===== src/rtl/fetch_queue_pkg.sv =====
// rtl/fetch_queue_pkg.sv - shared fetch types and constants
package fetch_queue_pkg;

  typedef logic [31:0] addr_t;
  typedef logic [31:0] inst_t;

  localparam int unsigned INST_BYTES = 4;

  typedef struct packed {
    addr_t pc;
    inst_t inst;
  } fetch_entry_t;

  // Clear the byte-offset bits so an address names a whole instruction word.
  function automatic addr_t word_align(input addr_t a);
    return a & ~addr_t'(INST_BYTES - 1);
  endfunction

endpackage


===== src/rtl/fetch_fifo.sv =====
// rtl/fetch_fifo.sv - circular buffer of fetch entries with registered head
module fetch_fifo
  import fetch_queue_pkg::*;
#(
  parameter  int DEPTH = 4,
  localparam int PW    = $clog2(DEPTH),
  localparam int CW    = $clog2(DEPTH + 1)
) (
  input  logic         clk,
  input  logic         rst_n,
  input  logic         push,
  input  fetch_entry_t push_data,
  input  logic         pop,
  input  logic         flush,
  output logic [CW-1:0] count,
  output fetch_entry_t head
);

  fetch_entry_t  mem_q [DEPTH];
  logic [PW-1:0] rd_q, rd_d, wr_q, wr_d, rd_next;
  logic [CW-1:0] count_q, count_d;
  fetch_entry_t  head_q, head_d;

  // Next pointers and count; the head register keeps its last value once empty.
  always_comb begin
    rd_next = rd_q + 1'b1;
    rd_d    = rd_q;
    wr_d    = wr_q;
    count_d = count_q;
    head_d  = head_q;
    if (flush) begin
      rd_d    = '0;
      wr_d    = '0;
      count_d = '0;
    end else begin
      if (push) wr_d = wr_q + 1'b1;
      if (pop)  rd_d = rd_next;
      case ({push, pop})
        2'b10:   count_d = count_q + 1'b1;
        2'b01:   count_d = count_q - 1'b1;
        default: count_d = count_q;
      endcase
      if (pop) begin
        if (count_q > CW'(1)) head_d = mem_q[rd_next];
        else if (push)        head_d = push_data;
      end else if (count_q == '0 && push) begin
        head_d = push_data;
      end
    end
  end

  // Pointer, count and head registers.
  always_ff @(posedge clk or negedge rst_n) begin
    if (!rst_n) begin
      rd_q    <= '0;
      wr_q    <= '0;
      count_q <= '0;
      head_q  <= '0;
    end else begin
      rd_q    <= rd_d;
      wr_q    <= wr_d;
      count_q <= count_d;
      head_q  <= head_d;
    end
  end

  // Entry storage; a flush discards any same-cycle write.
  always_ff @(posedge clk or negedge rst_n) begin
    if (!rst_n) begin
      for (int i = 0; i < DEPTH; i++) mem_q[i] <= '0;
    end else if (push && !flush) begin
      mem_q[wr_q] <= push_data;
    end
  end

  assign count = count_q;
  assign head  = head_q;

endmodule


===== src/rtl/fetch_queue.sv =====
// rtl/fetch_queue.sv - instruction fetch front end feeding the decode stage
module fetch_queue
  import fetch_queue_pkg::*;
#(
  parameter  int          DEPTH    = 4,
  parameter  logic [31:0] RESET_PC = 32'h0000_0000,
  localparam int          CW       = $clog2(DEPTH + 1)
) (
  input  logic          clk,
  input  logic          rst,
  input  logic          hold,
  input  logic          redirect,
  input  logic [31:0]   redirect_pc,
  output logic          imem_req,
  output logic [31:0]   imem_addr,
  input  logic [31:0]   imem_data,
  output logic          out_valid,
  input  logic          out_ready,
  output logic [31:0]   out_inst,
  output logic [31:0]   out_pc,
  output logic [31:0]   out_inc_pc,
  output logic [CW-1:0] occupancy
);

  addr_t        fetch_pc_q, fetch_pc_d;
  addr_t        req_pc_q, req_pc_d;
  logic         inflight_q, inflight_d;
  logic         seen_q;
  logic [CW-1:0] count;
  logic [CW:0]  used;
  logic         credit_ok, issue, push, pop;
  fetch_entry_t head, push_data;

  // A slot is reserved for the outstanding response; a same-cycle pop earns no credit.
  assign used      = {1'b0, count} + {{CW{1'b0}}, inflight_q};
  assign credit_ok = used < (CW + 1)'(DEPTH);
  assign issue     = !hold && !redirect && credit_ok;
  assign push      = inflight_q && !redirect;
  assign pop       = out_valid && out_ready && !redirect;
  assign push_data = '{pc: req_pc_q, inst: imem_data};

  // Next fetch address and the request tag that travels with the response.
  always_comb begin
    fetch_pc_d = fetch_pc_q;
    req_pc_d   = req_pc_q;
    inflight_d = issue;
    if (redirect) begin
      fetch_pc_d = word_align(redirect_pc);
    end else if (issue) begin
      fetch_pc_d = fetch_pc_q + addr_t'(INST_BYTES);
      req_pc_d   = fetch_pc_q;
    end
  end

  // Fetch state; seen_q marks that the head register has held a real entry.
  always_ff @(posedge clk or negedge rst) begin
    if (!rst) begin
      fetch_pc_q <= word_align(RESET_PC);
      req_pc_q   <= '0;
      inflight_q <= 1'b0;
      seen_q     <= 1'b0;
    end else begin
      fetch_pc_q <= fetch_pc_d;
      req_pc_q   <= req_pc_d;
      inflight_q <= inflight_d;
      seen_q     <= seen_q | out_valid;
    end
  end

  fetch_fifo #(.DEPTH(DEPTH)) u_fifo (
    .clk       (clk),
    .rst_n     (rst),
    .push      (push),
    .push_data (push_data),
    .pop       (pop),
    .flush     (redirect),
    .count     (count),
    .head      (head)
  );

  // Request is forced low while reset is held so nothing is fetched early.
  assign imem_req   = issue && rst;
  assign imem_addr  = fetch_pc_q;
  assign out_valid  = (count != '0);
  assign out_inst   = head.inst;
  assign out_pc     = head.pc;
  assign out_inc_pc = (seen_q || out_valid) ? head.pc + addr_t'(INST_BYTES) : '0;
  assign occupancy  = count;

endmodule


===== config.mk =====
export PLATFORM = sky130hd
export DESIGN_NAME = fetch_queue
export DESIGN_NICKNAME = d
export VERILOG_FILES = /design/src/rtl/fetch_queue_pkg.sv /design/src/rtl/fetch_fifo.sv /design/src/rtl/fetch_queue.sv
export SDC_FILE = /design/constraint.sdc
export NUM_CORES = 1
export LEC_CHECK = 0
export ABC_AREA = 1
export BUFFER_PORTS_ARGS = -buffer_cell sky130_fd_sc_hd__buf_2
export CAP_MARGIN = 20
export CORE_ASPECT_RATIO = 0.5
export CORE_MARGIN = 1
export CORE_UTILIZATION = 55
export CTS_CLUSTER_DIAMETER = 80
export DETAILED_ROUTE_END_ITERATION = 8
export GPL_TIMING_DRIVEN = 0
export PLACE_DENSITY = 0.76
export SLEW_MARGIN = 30
export SYNTH_ARGS = -nofsm -noshare
export SYNTH_HDL_FRONTEND = slang
export SYNTH_SLANG_ARGS = --single-unit

===== constraint.sdc =====
create_clock -name clk -period 3.5 [get_ports clk]
set_input_delay 0.7 -clock clk [delete_from_list [all_inputs] [get_ports clk]]
set_output_delay 0.7 -clock clk [all_outputs]
set_load 0.01 [all_outputs]

==> results.txt <==
largest net degree at the start of global routing -> 90
Routed wire per std cell -> 19.0 um
antenna violations before repair -> 0
Mapped Cells -> 2,345
Crit Path Category -> reg -> out
Post-Route WL -> 57.7 mm
clk slew on worst S/H paths -> 70 ps
Core ar. -> 0.0322 mm2
drt pass-1 iters -> 6
setup TNS -> 0 ps
crit start category -> register
Inst Count DP -> 2,978
total clock sinks -> 379
worst path cell trace -> inv_1 > ha_1 > nand2_4 > nor2_2 > inv_1 > buf_2 > o21ai_0 > a21oi_1 > buf_2
Slew Limit Fails -> 0
Post-Syn Area -> 0.0183 mm2
Initial Utilization -> 56.8%
Max Cap Violations -> 0
Antenna diodes -> 0
grt total ovfl -> 0
CTS Buffer Depth -> 3
Synth warnings -> 0
via count -> 17.4k
drt drc -> 0
most frequent cells in the layout -> 886 x nand2_1, 379 x dfrtp_1, 295 x o21ai_0, 251 x buf_2, 224 x nand3_1
IO Pins -> 202
vias in the first global route -> 16.2k
arrival time worst endpoint -> 2660 ps
VDD IR max -> 0.000289 V
post-CTS sizing -> 0
CP max stage delay -> 460 ps
share of layout cells above drive strength 1 -> 13.3%
Port Buffer Count -> 192
Final Setup Violations -> 0
final net count -> 2,663
minimum clock period -> 3360 ps
non-filler cells, final -> 3,037
gpl congestion -> 0.970
row cnt -> 46
hold crit path type -> in -> async
Hold Vio Cnt, Final -> 0
Die Y -> 131 um
initial DRC count -> 1,833
Reg2Reg Depth -> 10
htree depth -> 2
first-pass GRT wire length -> 89.8 mm
CTS Hold Bufs -> 0
area delta synth->final -> 15.1%
library cells used by synthesis -> 32
Die Wd -> 260 um
fin crit share -> 96.0%
Syn Area/Cell -> 7.79 um2
worst rel slew slack -> 42.2%
most common cell after layout, fill and taps aside -> nand2_1
skew final -> 7.37 ps
cell taking the most area after synthesis -> dfrtp_1
Synth Register Bits -> 379
RSZ-0062 raised after global routing -> false
Slowest cell on crit path -> dfrtp_1
Crit Reg-Reg Startpoint -> u_fifo.count[0]
# Post-CTS Setup Buffers -> 0
CTS tree -> built
die area -> 0.0340 mm2
LEAKAGE -> 0.0105 uW
vias per inst -> 5.73
GRT Resource Usage Total -> 34.4%
r2r setup slk -> 1040 ps
total CTS buffers -> 36
CTS root buf -> clkbuf_16
clock latency on the worst-skew pair -> 530 ps
fmax -> 298 MHz
top cells by area, synth -> dfrtp_1 52%, nand2_1 18%, o21ai_0 8.1%
register area share after synthesis -> 51.9%
Required @ worst endpoint -> 2800 ps
DP HPWL -> 41.4 mm
post-synth top area share -> 51.9%
crit path max fanout -> 10
antenna viol nets, final -> 0
result of the run -> finished, final reports clean
Worst-Margin Slew -> 864 ps
Power Dens Cells -> 736 mW/mm2
crit end category -> output pin
RR Endpoint -> u_fifo.head[56]
==> per-layer routing <==
metal / global-route usage, % / vias to the layer above / routed length [um]
met5: 0 / - / 0
met4: 11.8 / 0 / 1770
met3: 7.50 / 115 / 5740
met2: 52.8 / 844 / 25400
met1: 48.8 / 8384 / 24800
li1: - / 8059 / -
==> critical path: cells and delay by family, from the launching register on <==
kind	cells	cell delay [ps]
flip-flops	1	460
AND/OR/NAND/NOR	2	530
adder cells (fa/ha/maj)	1	250
AO/OA/AOI/OAI	2	190
buffers and inverters	4	700
==> power by group <==
part	leakage, uW	switching (uW)	total, uW	internal [uW]
Combinational	0.00497	3050	4730	1690
Clock	0.000557	1680	3860	2180
Sequential	0.00500	1150	6890	5740
Total	0.0105	5880	15500	9600
==> layout make-up <==
class	count	area, um2
Buffer	136	638
Clock buffer	53	1070
Clock inverter	6	58.8
Fill cell	2788	11100
Inverter	150	568
Multi-Input combinational cell	1685	7590
Sequential cell	379	9480
Tap cell	432	541
Timing Repair Buffer	196	1080
==> cell families after synthesis <==
group / count (synthesis) / share of synthesized area [%]
AND/OR/NAND/NOR: 1259 / 28.0
other: 1 / 0.0205
flip-flops: 379 / 51.9
adder cells (fa/ha/maj): 10 / 0.685
XOR/XNOR: 10 / 0.480
AO/OA/AOI/OAI: 400 / 12.3
buffers and inverters: 286 / 6.61
==> per-stage QoR <==
stage / instance area, um2 / hold WS, ps / setup WS (ps) / total power (uW) / util (%)
6_report: 21000 / 62.9 / 140 / 15500 / 65.3
5_1_grt: 21000 / 87.6 / 19.0 / 16300 / 65.3
3_5_place_dp: 19900 / 473 / 772 / 11600 / 61.8
2_1_floorplan: 18300 / 404 / 1250 / 9470 / -
4_1_cts: 21000 / 68.6 / 189 / 15400 / 65.3
3_3_place_gp: 19800 / 466 / -5690 / 11400 / 61.5
==> cell usage after synthesis <==
| library cell | number |
|---|---|
| nand2_1 | 886 |
| dfrtp_1 | 379 |
| o21ai_0 | 295 |
| nand3_1 | 224 |
| inv_1 | 143 |
| nor2_1 | 116 |
| a22oi_1 | 62 |
| buf_2 | 60 |
| clkbuf_1 | 57 |
| o211ai_1 | 26 |
| a21oi_1 | 11 |
| buf_4 | 10 |
| ha_1 | 10 |
| nor3_1 | 8 |
| buf_1 | 7 |
| nor2_2 | 7 |
| nand2_2 | 6 |
| xnor2_1 | 6 |
| inv_2 | 5 |
| nand2_4 | 4 |
| nand4_1 | 4 |
| xor2_1 | 4 |
| and2_1 | 2 |
| buf_6 | 2 |
| inv_4 | 2 |
| nor2_4 | 2 |
| o21ai_1 | 2 |
| a21oi_2 | 1 |
| a21oi_4 | 1 |
| a22o_1 | 1 |
| conb_1 | 1 |
| o21bai_1 | 1 |
==> sequential cells by signal (all words and copies together) (netlist names) <==
register	cells
imem_addr	30
inflight_q	1
req_pc_q	30
seen_q	1
u_fifo.count	3
u_fifo.head	62
u_fifo.mem_q	248
u_fifo.rd_q	2
u_fifo.wr_q	2
==> worst max-delay path by stage <==
stage	endpoint	start	cells after the start	slack (ps)
floorplan	out_inc_pc[12]	u_fifo.count[0]	8	1250
global placement	u_fifo.head[26]	rst	1	-5690
detailed placement	out_inc_pc[12]	u_fifo.count[0]	9	770
CTS	out_inc_pc[12]	u_fifo.count[0]	9	190
global route	out_inc_pc[12]	u_fifo.count[0]	9	20
finish	out_inc_pc[12]	u_fifo.count[0]	9	140
No activity file was read; power rests on OpenSTA's default activity.
